--- src/rtl/reg_host_master_if.sv ---
// Host command/response channel plus the register-bus pins between the
// register host master and the register file it drives.
interface reg_host_master_if;
  localparam int unsigned ADDR_W = 7;
  localparam int unsigned DATA_W = 16;

  logic                cmd_valid;
  logic                cmd_ready;
  logic [1:0]          cmd_op;
  logic [ADDR_W-1:0]   cmd_addr;
  logic [DATA_W-1:0]   cmd_wdata;
  logic                rsp_valid;
  logic [2*DATA_W-1:0] rsp_data;
  logic                rsp_err;
  logic                CSB;
  logic                WRB;
  logic [ADDR_W:0]     CA;
  logic [DATA_W-1:0]   CD_in;
  logic [DATA_W-1:0]   CD_out;

  modport master (
    input  cmd_valid, cmd_op, cmd_addr, cmd_wdata, CD_out,
    output cmd_ready, rsp_valid, rsp_data, rsp_err, CSB, WRB, CA, CD_in
  );

  modport slave (
    output cmd_valid, cmd_op, cmd_addr, cmd_wdata, CD_out,
    input  cmd_ready, rsp_valid, rsp_data, rsp_err, CSB, WRB, CA, CD_in
  );
endinterface

--- src/rtl/reg_host_master.sv ---
// Register-bus host master: turns host write/read/RMON-counter commands into
// one-clock CSB bus cycles and returns a single-cycle response.
module reg_host_master #(
  parameter int unsigned POLL_TIMEOUT = 255
) (
  input  logic              Clk_reg,
  input  logic              Reset_n,
  reg_host_master_if.master bus
);

  localparam int unsigned ADDR_W = 7;
  localparam int unsigned DATA_W = 16;
  localparam logic [ADDR_W-1:0] W_ADDR  = 7'd28;
  localparam logic [ADDR_W-1:0] W_APPLY = 7'd29;
  localparam logic [ADDR_W-1:0] W_GRANT = 7'd30;
  localparam logic [ADDR_W-1:0] W_LO    = 7'd31;
  localparam logic [ADDR_W-1:0] W_HI    = 7'd32;
  localparam logic [8:0]        TIMEOUT = 9'(POLL_TIMEOUT);

  typedef enum logic [3:0] {
    IDLE, WR, RD, RD_CAP, RM_ADDR, RM_APPLY, RM_POLL, RM_POLL_CAP,
    RM_LO, RM_LO_CAP, RM_HI, RM_HI_CAP, RM_CLR, RESP
  } state_t;

  typedef struct packed {
    logic [ADDR_W-1:0] addr;
    logic [DATA_W-1:0] wdata;
  } cmd_t;

  state_t              state_q, state_d;
  cmd_t                cmd_q, cmd_d;
  logic [7:0]          poll_q, poll_d;
  logic [8:0]          poll_inc;
  logic                err_q, err_d;
  logic [DATA_W-1:0]   lo_q, lo_d, hi_q, hi_d;
  logic                ready_q, ready_d;
  logic                csb_q, csb_d, wrb_q, wrb_d;
  logic [ADDR_W:0]     ca_q, ca_d;
  logic [DATA_W-1:0]   cdin_q, cdin_d;
  logic                rvalid_q, rvalid_d, rerr_q, rerr_d;
  logic [2*DATA_W-1:0] rdata_q, rdata_d;

  // Next state, then every registered output derived from the state being entered.
  always_comb begin
    state_d  = state_q;
    cmd_d    = cmd_q;
    poll_d   = poll_q;
    err_d    = err_q;
    lo_d     = lo_q;
    hi_d     = hi_q;
    poll_inc = 9'(poll_q) + 9'd1;
    csb_d    = 1'b1;
    wrb_d    = 1'b1;
    ca_d     = '0;
    cdin_d   = '0;
    rvalid_d = 1'b0;
    rerr_d   = 1'b0;
    rdata_d  = '0;

    unique case (state_q)
      IDLE: begin
        if (bus.cmd_valid && ready_q) begin
          cmd_d  = '{addr: bus.cmd_addr, wdata: bus.cmd_wdata};
          poll_d = '0;
          err_d  = 1'b0;
          unique case (bus.cmd_op)
            2'b00:   state_d = WR;
            2'b01:   state_d = RD;
            2'b10:   state_d = RM_ADDR;
            default: state_d = RESP;
          endcase
        end
      end
      WR:        state_d = RESP;
      RD:        state_d = RD_CAP;
      RD_CAP:    state_d = RESP;
      RM_ADDR:   state_d = RM_APPLY;
      RM_APPLY:  state_d = RM_POLL;
      RM_POLL:   state_d = RM_POLL_CAP;
      RM_POLL_CAP: begin
        if (bus.CD_out[0]) begin
          state_d = RM_LO;
        end else begin
          // Saturating count; a timeout still clears the apply bit before responding.
          if (poll_q != 8'hFF) poll_d = poll_inc[7:0];
          if (poll_inc >= TIMEOUT) begin
            err_d   = 1'b1;
            state_d = RM_CLR;
          end else begin
            state_d = RM_POLL;
          end
        end
      end
      RM_LO:     state_d = RM_LO_CAP;
      RM_LO_CAP: begin
        lo_d    = bus.CD_out;
        state_d = RM_HI;
      end
      RM_HI:     state_d = RM_HI_CAP;
      RM_HI_CAP: begin
        hi_d    = bus.CD_out;
        state_d = RM_CLR;
      end
      RM_CLR:    state_d = RESP;
      RESP:      state_d = IDLE;
      default:   state_d = IDLE;
    endcase

    unique case (state_d)
      WR:       begin csb_d = 1'b0; wrb_d = 1'b0; ca_d = {cmd_d.addr, 1'b0}; cdin_d = cmd_d.wdata; end
      RD:       begin csb_d = 1'b0; ca_d = {cmd_d.addr, 1'b0}; end
      RM_ADDR:  begin csb_d = 1'b0; wrb_d = 1'b0; ca_d = {W_ADDR, 1'b0}; cdin_d = {10'h0, cmd_d.addr[5:0]}; end
      RM_APPLY: begin csb_d = 1'b0; wrb_d = 1'b0; ca_d = {W_APPLY, 1'b0}; cdin_d = 16'd1; end
      RM_POLL:  begin csb_d = 1'b0; ca_d = {W_GRANT, 1'b0}; end
      RM_LO:    begin csb_d = 1'b0; ca_d = {W_LO, 1'b0}; end
      RM_HI:    begin csb_d = 1'b0; ca_d = {W_HI, 1'b0}; end
      RM_CLR:   begin csb_d = 1'b0; wrb_d = 1'b0; ca_d = {W_APPLY, 1'b0}; end
      RESP: begin
        rvalid_d = 1'b1;
        if (state_q == IDLE) begin
          rerr_d = 1'b1;
        end else if (state_q == RD_CAP) begin
          rdata_d = {16'h0, bus.CD_out};
        end else if (state_q == RM_CLR) begin
          rerr_d  = err_q;
          rdata_d = err_q ? '0 : {hi_q, lo_q};
        end
      end
      default: ;
    endcase

    ready_d = (state_d == IDLE);
  end

  // State and output registers.
  always_ff @(posedge Clk_reg or negedge Reset_n) begin
    if (!Reset_n) begin
      state_q  <= IDLE;
      cmd_q    <= '0;
      poll_q   <= '0;
      err_q    <= 1'b0;
      lo_q     <= '0;
      hi_q     <= '0;
      ready_q  <= 1'b0;
      csb_q    <= 1'b1;
      wrb_q    <= 1'b1;
      ca_q     <= '0;
      cdin_q   <= '0;
      rvalid_q <= 1'b0;
      rerr_q   <= 1'b0;
      rdata_q  <= '0;
    end else begin
      state_q  <= state_d;
      cmd_q    <= cmd_d;
      poll_q   <= poll_d;
      err_q    <= err_d;
      lo_q     <= lo_d;
      hi_q     <= hi_d;
      ready_q  <= ready_d;
      csb_q    <= csb_d;
      wrb_q    <= wrb_d;
      ca_q     <= ca_d;
      cdin_q   <= cdin_d;
      rvalid_q <= rvalid_d;
      rerr_q   <= rerr_d;
      rdata_q  <= rdata_d;
    end
  end

  assign bus.cmd_ready = ready_q;
  assign bus.CSB       = csb_q;
  assign bus.WRB       = wrb_q;
  assign bus.CA        = ca_q;
  assign bus.CD_in     = cdin_q;
  assign bus.rsp_valid = rvalid_q;
  assign bus.rsp_err   = rerr_q;
  assign bus.rsp_data  = rdata_q;

endmodule

--- src/flat_wrapper.sv ---
// flat-port wrapper written by rule: the top's interface ports become plain ports
module reg_host_master_flat 
#(
  parameter int unsigned POLL_TIMEOUT = 255
)
  (Clk_reg, Reset_n, bus_cmd_valid, bus_cmd_op, bus_cmd_addr, bus_cmd_wdata, bus_CD_out, bus_cmd_ready, bus_rsp_valid, bus_rsp_data, bus_rsp_err, bus_CSB, bus_WRB, bus_CA, bus_CD_in);
  reg_host_master_if bus_i ();
  input  logic Clk_reg;
  input  logic Reset_n;
  input wire logic [$bits(bus_i.cmd_valid)-1:0] bus_cmd_valid;
  input wire logic [$bits(bus_i.cmd_op)-1:0] bus_cmd_op;
  input wire logic [$bits(bus_i.cmd_addr)-1:0] bus_cmd_addr;
  input wire logic [$bits(bus_i.cmd_wdata)-1:0] bus_cmd_wdata;
  input wire logic [$bits(bus_i.CD_out)-1:0] bus_CD_out;
  output wire logic [$bits(bus_i.cmd_ready)-1:0] bus_cmd_ready;
  output wire logic [$bits(bus_i.rsp_valid)-1:0] bus_rsp_valid;
  output wire logic [$bits(bus_i.rsp_data)-1:0] bus_rsp_data;
  output wire logic [$bits(bus_i.rsp_err)-1:0] bus_rsp_err;
  output wire logic [$bits(bus_i.CSB)-1:0] bus_CSB;
  output wire logic [$bits(bus_i.WRB)-1:0] bus_WRB;
  output wire logic [$bits(bus_i.CA)-1:0] bus_CA;
  output wire logic [$bits(bus_i.CD_in)-1:0] bus_CD_in;
  assign bus_i.cmd_valid = bus_cmd_valid;
  assign bus_i.cmd_op = bus_cmd_op;
  assign bus_i.cmd_addr = bus_cmd_addr;
  assign bus_i.cmd_wdata = bus_cmd_wdata;
  assign bus_i.CD_out = bus_CD_out;
  assign bus_cmd_ready = bus_i.cmd_ready;
  assign bus_rsp_valid = bus_i.rsp_valid;
  assign bus_rsp_data = bus_i.rsp_data;
  assign bus_rsp_err = bus_i.rsp_err;
  assign bus_CSB = bus_i.CSB;
  assign bus_WRB = bus_i.WRB;
  assign bus_CA = bus_i.CA;
  assign bus_CD_in = bus_i.CD_in;
  reg_host_master #(.POLL_TIMEOUT(POLL_TIMEOUT)) u_core (.Clk_reg(Clk_reg), .Reset_n(Reset_n), .bus(bus_i));
endmodule
--- config.mk ---
export PLATFORM = sky130hd
export DESIGN_NAME = reg_host_master_flat
export DESIGN_NICKNAME = d
export VERILOG_FILES = /design/src/rtl/reg_host_master_if.sv /design/src/rtl/reg_host_master.sv /design/src/flat_wrapper.sv
export SDC_FILE = /design/constraint.sdc
export NUM_CORES = 1
export LEC_CHECK = 0
export ABC_AREA = 1
export BUFFER_PORTS_ARGS = -buffer_cell sky130_fd_sc_hd__clkbuf_2
export CAP_MARGIN = 10
export CORE_MARGIN = 2
export CORE_UTILIZATION = 49
export CTS_CLUSTER_DIAMETER = 150
export DETAILED_ROUTE_END_ITERATION = 8
export PLACE_DENSITY = 0.73
export SLEW_MARGIN = 20
export SYNTH_ARGS = -nofsm -noshare
export SYNTH_HDL_FRONTEND = slang
export SYNTH_SLANG_ARGS = --single-unit
--- constraint.sdc ---
create_clock -name Clk_reg -period 1.9 [get_ports Clk_reg]
set_input_delay 0 -clock Clk_reg [delete_from_list [all_inputs] [get_ports Clk_reg]]
set_output_delay 0 -clock Clk_reg [all_outputs]
set_load 0.01 [all_outputs]
; ---- Word-level counts from Yosys, hierarchy flattened
; Cells that the tools add are included.
[classes]
add_sub_neg = 1
magnitude_cmp = 1
n_eq_ne = 28
muxes = 29
n_reduce_logical = 12
[ops]
columns = cell, n
row1 = $mux W32, 5
row2 = $pmux W16 S3, 1
row3 = $pmux W8 S6, 1
row4 = $mux W23, 2
row5 = $pmux W4 S11, 1
row6 = $eq A4 B4 Y1 const B, 9
row7 = $eq A4 B3 Y1 const B, 7
row8 = $mux W8, 3
row9 = $pmux W8 S2, 1
row10 = $eq A4 B2 Y1 const B, 3
row11 = $mux W4, 3
row12 = $pmux W4 S3, 1
row13 = $mux W1, 10
row14 = $add A8 B1 Y9 const B, 1
row15 = $ge A9 B8 Y1 const B, 1
row16 = $eq A4 B1 Y1 const B, 2
row17 = $logic_not A4 Y1, 2
row18 = $ne A8 B8 Y1 const B, 1
row19 = $reduce_and A4 Y1, 2
row20 = $reduce_or A8 Y1, 1
row21 = $ne A2 B1 Y1 const B, 3
row22 = $reduce_or A2 Y1, 2
row23 = $reduce_or A4 Y1, 1
row24 = $reduce_or A3 Y1, 1
row25 = other kinds (7), 7
[word_totals]
register_bits = 129
in_bits = 44
out_inout_bits = 61
word_cells = 86

; ---- Longest topological paths before layout
; Gate-level depths: netlist of the first run.
[depth]
word_depth = 8
depth_mapped = 15
ltp_nobuf = 15

; ---- Worst setup path before layout of the first run
; No wires, ideal clock.
[synth_timing]
path_type = register -> register
startpoint = register u_core.poll_q[0]
endpoint = register u_core.ca_q[3] (netlist: u_core.bus.CA[3])
setup_time_ns = 0.131
t_arrival_ns = 1.730
t_required_ns = 1.769
path_slack_ns = 0.038
stages_incl_launch_ff = 15
n_path_buf = 0
period_less_slack_ns = 1.862
path_cell_list = dfrtp_1 -> inv_1 -> ha_1 -> nor2_1 -> nor2_1 -> nor2_1 -> nand3_1 -> nor2_2 -> nand2_2 -> nand3_4 -> nand3_2 -> nand2_2 -> nor2_1 -> nor2_2 -> nand3_1
[synth_between]
elab_chain_len = 8
elab_cells_between_ends = 16
cone_classes = add/sub: 1 / order compare: 1 / eq/ne: 8 / mux: 4 / reduce/logical: 2
[synth_lines]
columns = item, line_no
row1 = from (decl), reg_host_master.sv:32  ; logic [7:0] poll_q, poll_d;
row2 = from (signal assigned), reg_host_master.sv:155  ; poll_q <= poll_d;
row3 = $add A8 B1 Y9 *, reg_host_master.sv:51  ; poll_inc = 9'(poll_q) + 9'd1;
row4 = $ge A9 B8 Y1 *, reg_host_master.sv:86  ; if (poll_inc >= TIMEOUT) begin
row5 = $mux W4 *, reg_host_master.sv:86
row6 = $mux W4 *, reg_host_master.sv:81  ; if (bus.CD_out[0]) begin
row7 = $pmux W4 S11 *, reg_host_master.sv:60  ; unique case (state_q)
row8 = net u_core.state_d[1], reg_host_master.sv:30  ; state_t state_q, state_d;
row9 = "$eq A4 B4 Y1, or another cell as far along", reg_host_master.sv:109  ; unique case (state_d)
row10 = $reduce_or A2 Y1 (no line), --
row11 = $pmux W8 S6 *, reg_host_master.sv:109
row12 = net u_core.ca_d[3], reg_host_master.sv:38  ; logic [ADDR_W:0] ca_q, ca_d;
row13 = to (signal assigned), reg_host_master.sv:147  ; ca_q <= '0;
row14 = to (signal assigned), reg_host_master.sv:162  ; ca_q <= ca_d;
row15 = to (decl), reg_host_master.sv:38
; The timed path passes the listed nets; every way through them passes the cells marked *.
; A chain may end at the register's enable or synchronous reset.

; ---- Worst setup path after layout of the first run
[layout_timing]
startpoint = register u_core.poll_q[1]
endpoint = register u_core.ca_q[4] (netlist: u_core.bus.CA[4])
; The elaborated chain is that of the path after synthesis.

==> impl_metrics.yaml, run 1 <==
logic_synthesis:
  synth-main-ff-cell: "dfrtp_1"
  synth.distinct_cells: 33
  synth_commonest_cells: "nand2_1, dfrtp_1, o21ai_0"
  synth_most_common_cell: "nand2_1"
  synth-edff-count: 0
  yosysSeqAreaShare_pct: 60.83
  syn_area_mm2: 0.005270
  synthArstFlopShare_pct: 100.0
  synthTopCellsByArea: "dfrtp_1, nand2_1, o21ai_0"
  postSynthCellCount: 564
  yosys_warnings: 0
  ys_ff_latch: 128
  syn_area_per_cell_um2: 9.344
  synthDominantCellAreaShare_pct: 59.83
  synth_nets: 613
  synth_area_leader_cell: "dfrtp_1"
clock_tree:
  clock-sinks: 128
  cts_tree: "built"
  tritoncts.num_buffers: 17
  clk_latency_ns: 0.52
  cts.clk_slew.worst_paths_ns: 0.06
  htreeDepth: 4
  clockBufferDepth: 2
  root_buffer: "clkbuf_8"
timing:
  max_freq_mhz: 482.3
  whs_ns: 0.008617
  hold_viol: 0
  setup_violations: 27
  tightest_slew_ns: 0.5127
  drv_slew: 0
  max_slew_margin_pct: 65.82
  post-route-min-period_ns: 2.074
  rsz0062_at_grt: "true"
  setup_tns_ns: -3.271
  worst_slack_ns: -0.1735
  fin_worst_skew_ns: 0.01464
  min_period_over_period_pct: 109.1
power_and_ir_drop:
  ir_drop_uv: 1138
  power_density_mw_per_mm2: 1693
  total_power_mw: 12.34
  p_leak_nw: 3.854
floorplanning:
  start_util_pct: 50.82
  io_pins: 105
  fp.dieH_um: 107.7
  fp.dieArea_mm2: 0.01160
  placeableCoreArea_mm2: 0.01037
  dieWidth_um: 107.7
  rows: 37
global_routing:
  grt_use_total_pct: 23.25
  grt_max_degree: 39
  antenna_found_initial: 0
  grt_overflow: 0
  grt_pass1_wl_mm: 20.88
  grt_pass1_vias: 4437
critical_path:
  criticalPathCategory: "flip-flop to flip-flop"
  cp_data_required_time_ns: 2.29
  r2r_cells: 14
  end_kind: "flip-flop"
  startpoint: "u_core.poll_q[1]"
  crit_end: "u_core.bus.CA[4]"
  reg2reg_slack_ns: -0.17
  r2r_end: "u_core.bus.CA[4]"
  path_max_fanout: 4
  reg2reg_from: "u_core.poll_q[1]"
  arrival_ns: 2.46
  start_kind: "flip-flop"
finish:
  fin_cells: 881
  syn2layout_area_growth_pct: 38.39
  layout-drive-gt1-share_pct: 31.28
  final_area_mm2: 0.007293
  final_nets: 782
  fin_util_pct: 70.33
  antenna_cells: 0
drt:
  num_vias: 4378
  firstDrtPassIters: 4
  dr.first_iter.drc_count: 168
  routed_via_density: 4.969
  drc: 0
  postRouteAntennaNets: 0
  drt-total-wl_mm: 12.95
  wl_per_cell_um: 14.69
placed_design:
  place_inst: 802
  io_buffers: 103
  placedInstanceArea_mm2: 0.006040
  dpl.hpwl_mm: 7.735
  pre_cts_slack_ns: -0.1693
  place_congestion: 0.8338
outcome:
  failed_checks: "setup timing"
  outcome: "finished with violations"
hold_path:
  min_path_type: "input port to async pin"
job:
  cap_violations: 0
[worst max-delay path: stages (launching register included)]
cell and delay (ns):
dfrtp_2 0.43, buf_4 0.15, nand3_2 0.10, inv_1 0.11, nand2_1 0.06, nand2_1 0.09
nand2_2 0.07, nor2_2 0.11, nand2_2 0.09, nand3_4 0.13, nand3_4 0.13, nand2_4 0.13
nor2_4 0.05, nor2_4 0.17, nand3_2 0.11
[logic make-up (layout without fill, tap and decap cells)]
family,Yosys count,after routing,share of synthesized area [%]
buffers and inverters,77,258,5.650
AND/OR/NAND/NOR,271,271,23.81
flip-flops,128,128,60.83
adder cells (fa/ha/maj),5,5,1.187
AO/OA/AOI/OAI,82,82,8.452
other,1,1,0.07116
[layout by cell type, fill, tap and decap left out, types with 2 or more instances in the layout]
cell           count
clkbuf_2         102
buf_12             3
o22ai_1            5
o21ai_2            3
nand3_2            6
nand2_2            5
clkbuf_16         16
dfstp_2            2
o21ai_0           65
nor2_2             9
or2_2             12
o21ai_1            3
dfrtp_2            2
ha_1               3
nor2_4            13
nand2_1          161
dfrtp_1          124
ha_4               2
nand2_4            6
nand3_4            4
inv_2              4
bufinv_16          2
clkbuf_8           2
nand4_4            3
buf_4             18
dlygate4sd3_1     42
nand3_1           14
clkinv_2           4
inv_1             53
nand4_1            2
buf_6              3
nor2_1            34
clkinv_4           5
[final cells by class]
type	count	area, um^2
Tap cell	136	170.2
Inverter	59	231.5
Fill cell	747	3077
Sequential cell	128	3208
Multi-Input combinational cell	359	1956
Clock inverter	13	140.1
Timing Repair Buffer	168	1160
Clock buffer	18	427.9
[state kept, by name, summed over array words and instances (netlist names)]
register              count
u_core.bus.rsp_valid      1
u_core.bus.cmd_ready      1
u_core.bus.WRB            1
u_core.bus.rsp_data      32
u_core.bus.CA             7
u_core.cmd_q             23
u_core.bus.CSB            1
u_core.bus.CD_in         16
u_core.err_q              1
u_core.lo_q              16
u_core.bus.rsp_err        1
u_core.state_q            4
u_core.hi_q              16
u_core.poll_q             8
[routing by layer]
| metal | GRT usage [%] | part of all wire, % |
|---|---|---|
| met2 | 38.72 | 51 |
| met4 | 9.982 | 2.0 |
| met5 | 0 | 0 |
| met3 | 6.053 | 5.5 |
| met1 | 28.62 | 42 |
[report_power, final]
part           switching (mW)  internal [mW]
Sequential              0.499           3.79
Clock                    1.22           1.90
Combinational            3.11           1.83
Total                    4.83           7.51
[how the worst min path moves through the flow]
| stage | start | end | cells after the start |
|---|---|---|---|
| after global routing | Reset_n | u_core.poll_q[5] | 2 |
| final | Reset_n | u_core.poll_q[5] | 2 |
| after floorplan | Reset_n | u_core.bus.CA[1] | 0 |
| after detailed placement | Reset_n | u_core.hi_q[3] | 1 |
| after CTS | bus_cmd_op[0] | u_core.state_q[0] | 5 |
| after global placement | Reset_n | u_core.hi_q[3] | 1 |
[repair_timing]
item	4_1_cts	5_1_grt
pin swaps	13	10
gates resized for setup	32	20
cloned	0	0
endpoints found under the hold margin	223	0
buffers inserted	5	1
hold buffers	42	0
endpoints found under the setup margin	26	36
(Power assumes the default switching activity.)
==> run 2: changes to the inputs <==
- CORE_ASPECT_RATIO: default -> 1.25
- SLEW_MARGIN: 20 -> 5
==> run 2 against run 1 <==
Against the previous run: the flow still finishes with violations (setup timing); count of clock-buffer cells in the layout grew 6; cell area grew 1.4%; largest cell class unchanged; via count grew 1.6%.
==> impl_metrics.yaml, run 2 (same netlist as run 1, synthesis figures left out) <==
outcome:
  outcome: "finished with violations"
  failed_checks: "setup timing"
clock_tree:
  tritoncts.num_buffers: 17
  cts_tree: "built"
  htreeDepth: 4
  root_buffer: "clkbuf_16"
  clock-sinks: 128
  clockBufferDepth: 2
  cts.clk_slew.worst_paths_ns: 0.06
  clk_latency_ns: 0.41
timing:
  fin_worst_skew_ns: 0.009581
  hold_viol: 0
  whs_ns: 0.02955
  post-route-min-period_ns: 2.086
  min_period_over_period_pct: 109.8
  worst_slack_ns: -0.1862
  rsz0062_at_grt: "true"
  max_freq_mhz: 479.3
  setup_violations: 29
  drv_slew: 0
  setup_tns_ns: -3.618
hold_path:
  min_path_type: "input port to async pin"
floorplanning:
  placeableCoreArea_mm2: 0.01056
  io_pins: 105
  fp.dieH_um: 120.0
  rows: 42
  start_util_pct: 49.89
  dieWidth_um: 96.76
  fp.dieArea_mm2: 0.01161
drt:
  drt-total-wl_mm: 12.68
  firstDrtPassIters: 8
  drc: 0
  routed_via_density: 4.987
  dr.first_iter.drc_count: 219
  postRouteAntennaNets: 0
  wl_per_cell_um: 14.22
  num_vias: 4448
power_and_ir_drop:
  p_int_mw: 7.490
  netSwitchingPower_mw: 4.676
  ir_drop_uv: 1108
  swShare_pct: 38.43
  power_density_mw_per_mm2: 1645
  p_leak_nw: 3.896
  p_seq_share_pct: 35.1
  p_comb_share_pct: 40.6
  clkPwrFrac_pct: 24.3
placed_design:
  io_buffers: 103
  dpl.hpwl_mm: 7.704
  pre_cts_slack_ns: -0.1550
  place_congestion: 0.8464
global_routing:
  grt_overflow: 0
  grt_use_total_pct: 21.59
  grt_max_degree: 41
  antenna_found_initial: 0
  grt_pass1_wl_mm: 20.20
  grt_pass1_vias: 4421
finish:
  largest_reg_flops: 32
  layout-drive-gt1-share_pct: 33.68
  antenna_cells: 0
  syn2layout_area_growth_pct: 40.31
  final_common_cell: "nand2_1"
  final_nets: 796
  final_cell_mix: "nand2_1, dfrtp_1, clkbuf_2, o21ai_0, inv_1"
job:
  cap_violations: 0
critical_path:
  path_max_fanout: 4
  criticalPathCategory: "flip-flop to flip-flop"
  arrival_ns: 2.37
  start_kind: "flip-flop"
  end_kind: "flip-flop"
  cp_data_required_time_ns: 2.19
==> run 2: changes by cell type in the layout (fill, tap and decap cells not counted), moves of 2 or more <==
cell	change
buf_6	+4
bufinv_16	-2
nand2_2	+5
nand2_1	-5
clkbuf_1	+3
clkbuf_8	+2
nor2_2	+4
nor2_4	-3
buf_4	+11
clkinv_4	-2
inv_1	-2
==> run 2: power groups by stage <==
stage | Combinational, mW | Clock (mW) | Sequential [mW]
after detailed placement | 3.81 | 0 | 4.29
after global placement | 3.68 | 0 | 4.25
final | 4.94 | 2.95 | 4.27
after floorplan | 2.57 | 0 | 4.35
after global routing | 5.47 | 3.12 | 4.38
after CTS | 4.26 | 2.99 | 4.26
==> run 2: final cells by class <==
type,instances,area (um^2)
sequential,128,3209
timing repair buffer,181,1257
tap,132,165.2
fill,740,3168
clock inverter,8,56.30
multi-input combinational,359,1972
timing repair inverter,1,8.758
clock buffer,24,491.7
inverter,59,234.0
==> run 2: through the flow <==
stage	utilization (%)	area, um^2	cells	power, mW
after floorplan	-	5270	564	6.915
after global placement	57.20	6042	799	7.932
after detailed placement	57.20	6042	799	8.092
after CTS	67.86	7168	882	11.51
after global routing	70.01	7395	892	12.97
final	70.01	7395	892	12.17
==> run 2: timing repair <==
action / 4_1_cts / 5_1_grt
hold buffers: 41 / 0
gates cloned: 0 / 1
hold endpoints to repair: 218 / 0
setup buffers: 10 / 9
setup endpoints to repair: 26 / 36
pin swaps: 10 / 11
resized for setup: 23 / 43
==> run 2: layer usage <==
metal / vias up / part of all wire (%) / global-route usage, %
li1: 2132 / - / -
met1: 2141 / 42 / 26.54
met2: 156 / 51 / 36.37
met4: 0 / 1.4 / 8.187
met5: - / 0 / 0
met3: 19 / 5.1 / 6.057
==> run 2: final timing paths <==
check | start | to | slack, ns | cells past startpoint
max | u_core.poll_q[0] | u_core.bus.CA[4] | -0.19 | 16
min | Reset_n | u_core.lo_q[15] | 0.03 | 2
max reg2reg | u_core.poll_q[0] | u_core.bus.CA[4] | -0.19 | 16
min reg2reg | u_core.cmd_q[1] | u_core.cmd_q[1] | 0.48 | 2
max in group asynchronous | Reset_n | u_core.poll_q[1] | 1.15 | 3
min in group Clk_reg | bus_cmd_op[1] | u_core.state_q[0] | 0.10 | 4
==> run 2: worst max-delay path: stages (launching register included) <==
cell and delay [ns]:
dfrtp_2 0.44, buf_4 0.14, buf_4 0.14, nand3_4 0.08, inv_4 0.04, nand2_1 0.05
nand2_1 0.08, nand2_2 0.09, nor2_2 0.04, nand2_2 0.10, nand3_2 0.09, nand2_4 0.13
nand2_4 0.09, nand2_4 0.11, nor2_2 0.04, nor2_2 0.18, nand3_1 0.11
==> run 3: changes to the inputs <==
- CTS_BUF_LIST: default -> sky130_fd_sc_hd__clkbuf_16
==> run 3 against run 2 <==
Against the previous run: the flow still finishes with violations (setup timing); sequential power is essentially flat; global-route usage rose by 0.063 points; clock power fell by 6%; sequential cell count stayed put; via count decreased by 0.58%; count of clock-buffer cells in the layout fell by 7; utilization is 0.31 points lower.
==> impl_metrics.yaml, run 3 (same netlist as run 1, synthesis figures left out) <==
power_and_ir_drop:
  ir_drop_uv: 1020
  p_leak_nw: 3.887
  power_density_mw_per_mm2: 1630
  total_power_mw: 12.00
drt:
  drc: 0
  wl_per_cell_um: 14.20
  firstDrtPassIters: 4
  drt-total-wl_mm: 12.67
  dr.first_iter.drc_count: 185
  postRouteAntennaNets: 0
  num_vias: 4422
  routed_via_density: 4.957
hold_path:
  min_path_type: "input port to async pin"
finish:
  largest_reg_flops: 32
  antenna_cells: 0
  final_nets: 796
  final_common_cell: "nand2_1"
  layout-drive-gt1-share_pct: 33.29
  final_cell_mix: "nand2_1, dfrtp_1, clkbuf_2, o21ai_0, inv_1"
  fin_cells: 892
  syn2layout_area_growth_pct: 39.70
clock_tree:
  clock-sinks: 128
  tritoncts.num_buffers: 17
  htreeDepth: 4
  clk_latency_ns: 0.41
  root_buffer: "clkbuf_16"
  clockBufferDepth: 2
  cts.clk_slew.worst_paths_ns: 0.06
  cts_tree: "built"
critical_path:
  cp_data_required_time_ns: 2.18
  arrival_ns: 2.38
  cpMaxStageDelayCell: "dfrtp_2"
  critical_path_buf_inv_count: 3
  cpPeakStageDelay_ns: 0.44
  start_kind: "flip-flop"
  path_cells: "buf_4 > buf_4 > nand3_4 > inv_4 > nand2_1 > nand2_1 > nand2_2 > nor2_2 > nand2_2 > nand3_2 > nand2_4 > nand2_4 > nand2_4 > nor2_2 > nor2_2 > nand3_1"
  end_kind: "flip-flop"
  cp_top_family: "simple AND/OR/NAND/NOR gates"
  path_max_fanout: 4
  criticalPathCategory: "flip-flop to flip-flop"
timing:
  setup_violations: 28
  fin_worst_skew_ns: 0.006344
  max_freq_mhz: 477.9
  whs_ns: 0.02991
  rsz0062_at_grt: "true"
  min_period_over_period_pct: 110.1
  post-route-min-period_ns: 2.093
  hold_viol: 0
  worst_slack_ns: -0.1926
  drv_slew: 0
global_routing:
  grt_overflow: 0
  grt_pass1_vias: 4439
  grt_max_degree: 41
  antenna_found_initial: 0
  grt_use_total_pct: 21.65
  grt_pass1_wl_mm: 20.27
placed_design:
  place_inst: 799
  dpl.hpwl_mm: 7.704
  place_congestion: 0.8464
  io_buffers: 103
floorplanning:
  io_pins: 105
  placeableCoreArea_mm2: 0.01056
  fp.dieH_um: 120.0
  rows: 42
  start_util_pct: 49.89
  dieWidth_um: 96.76
  fp.dieArea_mm2: 0.01161
outcome:
  failed_checks: "setup timing"
  outcome: "finished with violations"
job:
  cap_violations: 0
run 3: worst reg2reg max path, stage by stage (launching register included):
cell	delay, ns
dfrtp_2	0.44
buf_4	0.14
buf_4	0.14
nand3_4	0.08
inv_4	0.04
nand2_1	0.05
nand2_1	0.08
nand2_2	0.09
nor2_2	0.04
nand2_2	0.10
nand3_2	0.10
nand2_4	0.13
nand2_4	0.09
nand2_4	0.12
nor2_2	0.04
nor2_2	0.18
nand3_1	0.11
run 3: through the flow:
stage	cell area [um^2]	setup WS (ns)	utilization, %	TNS (ns)
5_1_grt	7362	-0.3325	69.70	-8.163
3_3_place_gp	6042	-0.04157	57.20	-0.5170
2_1_floorplan	5270	0.03809	-	0
6_report	7362	-0.1926	69.70	-3.926
4_1_cts	7128	-0.08485	67.48	-0.6631
3_5_place_dp	6042	-0.1550	57.20	-2.321
run 3: path summary, 6_finish.rpt:
kind	cells after the start	slack, ns	end	start
max	16	-0.19	u_core.bus.CA[4]	u_core.poll_q[0]
min	2	0.03	u_core.bus.rsp_data[15]	Reset_n
max reg2reg	16	-0.19	u_core.bus.CA[4]	u_core.poll_q[0]
min reg2reg	2	0.48	u_core.lo_q[1]	u_core.lo_q[1]
max in group asynchronous	3	1.16	u_core.poll_q[1]	Reset_n
min in group Clk_reg	4	0.10	u_core.state_q[0]	bus_cmd_op[1]
run 3: repair_timing:
action | in CTS | in global routing
resized for setup | 23 | 45
endpoints found under the hold margin | 218 | 0
hold buffers | 41 | 0
endpoints found under the setup margin | 26 | 36
buffers inserted | 10 | 9
gates cloned | 0 | 1
pin swaps | 10 | 12
run 3: final cells by class:
| class | instances | area (um^2) |
|---|---|---|
| clock buffer | 17 | 425.4 |
| timing repair buffer | 181 | 1257 |
| tap | 132 | 165.2 |
| fill | 753 | 3201 |
| timing repair inverter | 1 | 8.758 |
| multi-input combinational | 359 | 1979 |
| inverter | 59 | 234.0 |
| sequential | 128 | 3209 |
| clock inverter | 15 | 82.58 |
run 3: where the power goes:
group | internal (mW) | switching (mW)
logic | 1.90 | 3.06
clock network | 1.62 | 1.14
registers | 3.79 | 0.483
run 3: routing by layer:
metal	vias up	GRT usage (%)	wire [um]
met1	2125	26.66	5300
met5	-	0	0
met3	16	5.999	618
met2	145	36.20	6565
li1	2136	-	-
met4	0	8.803	182
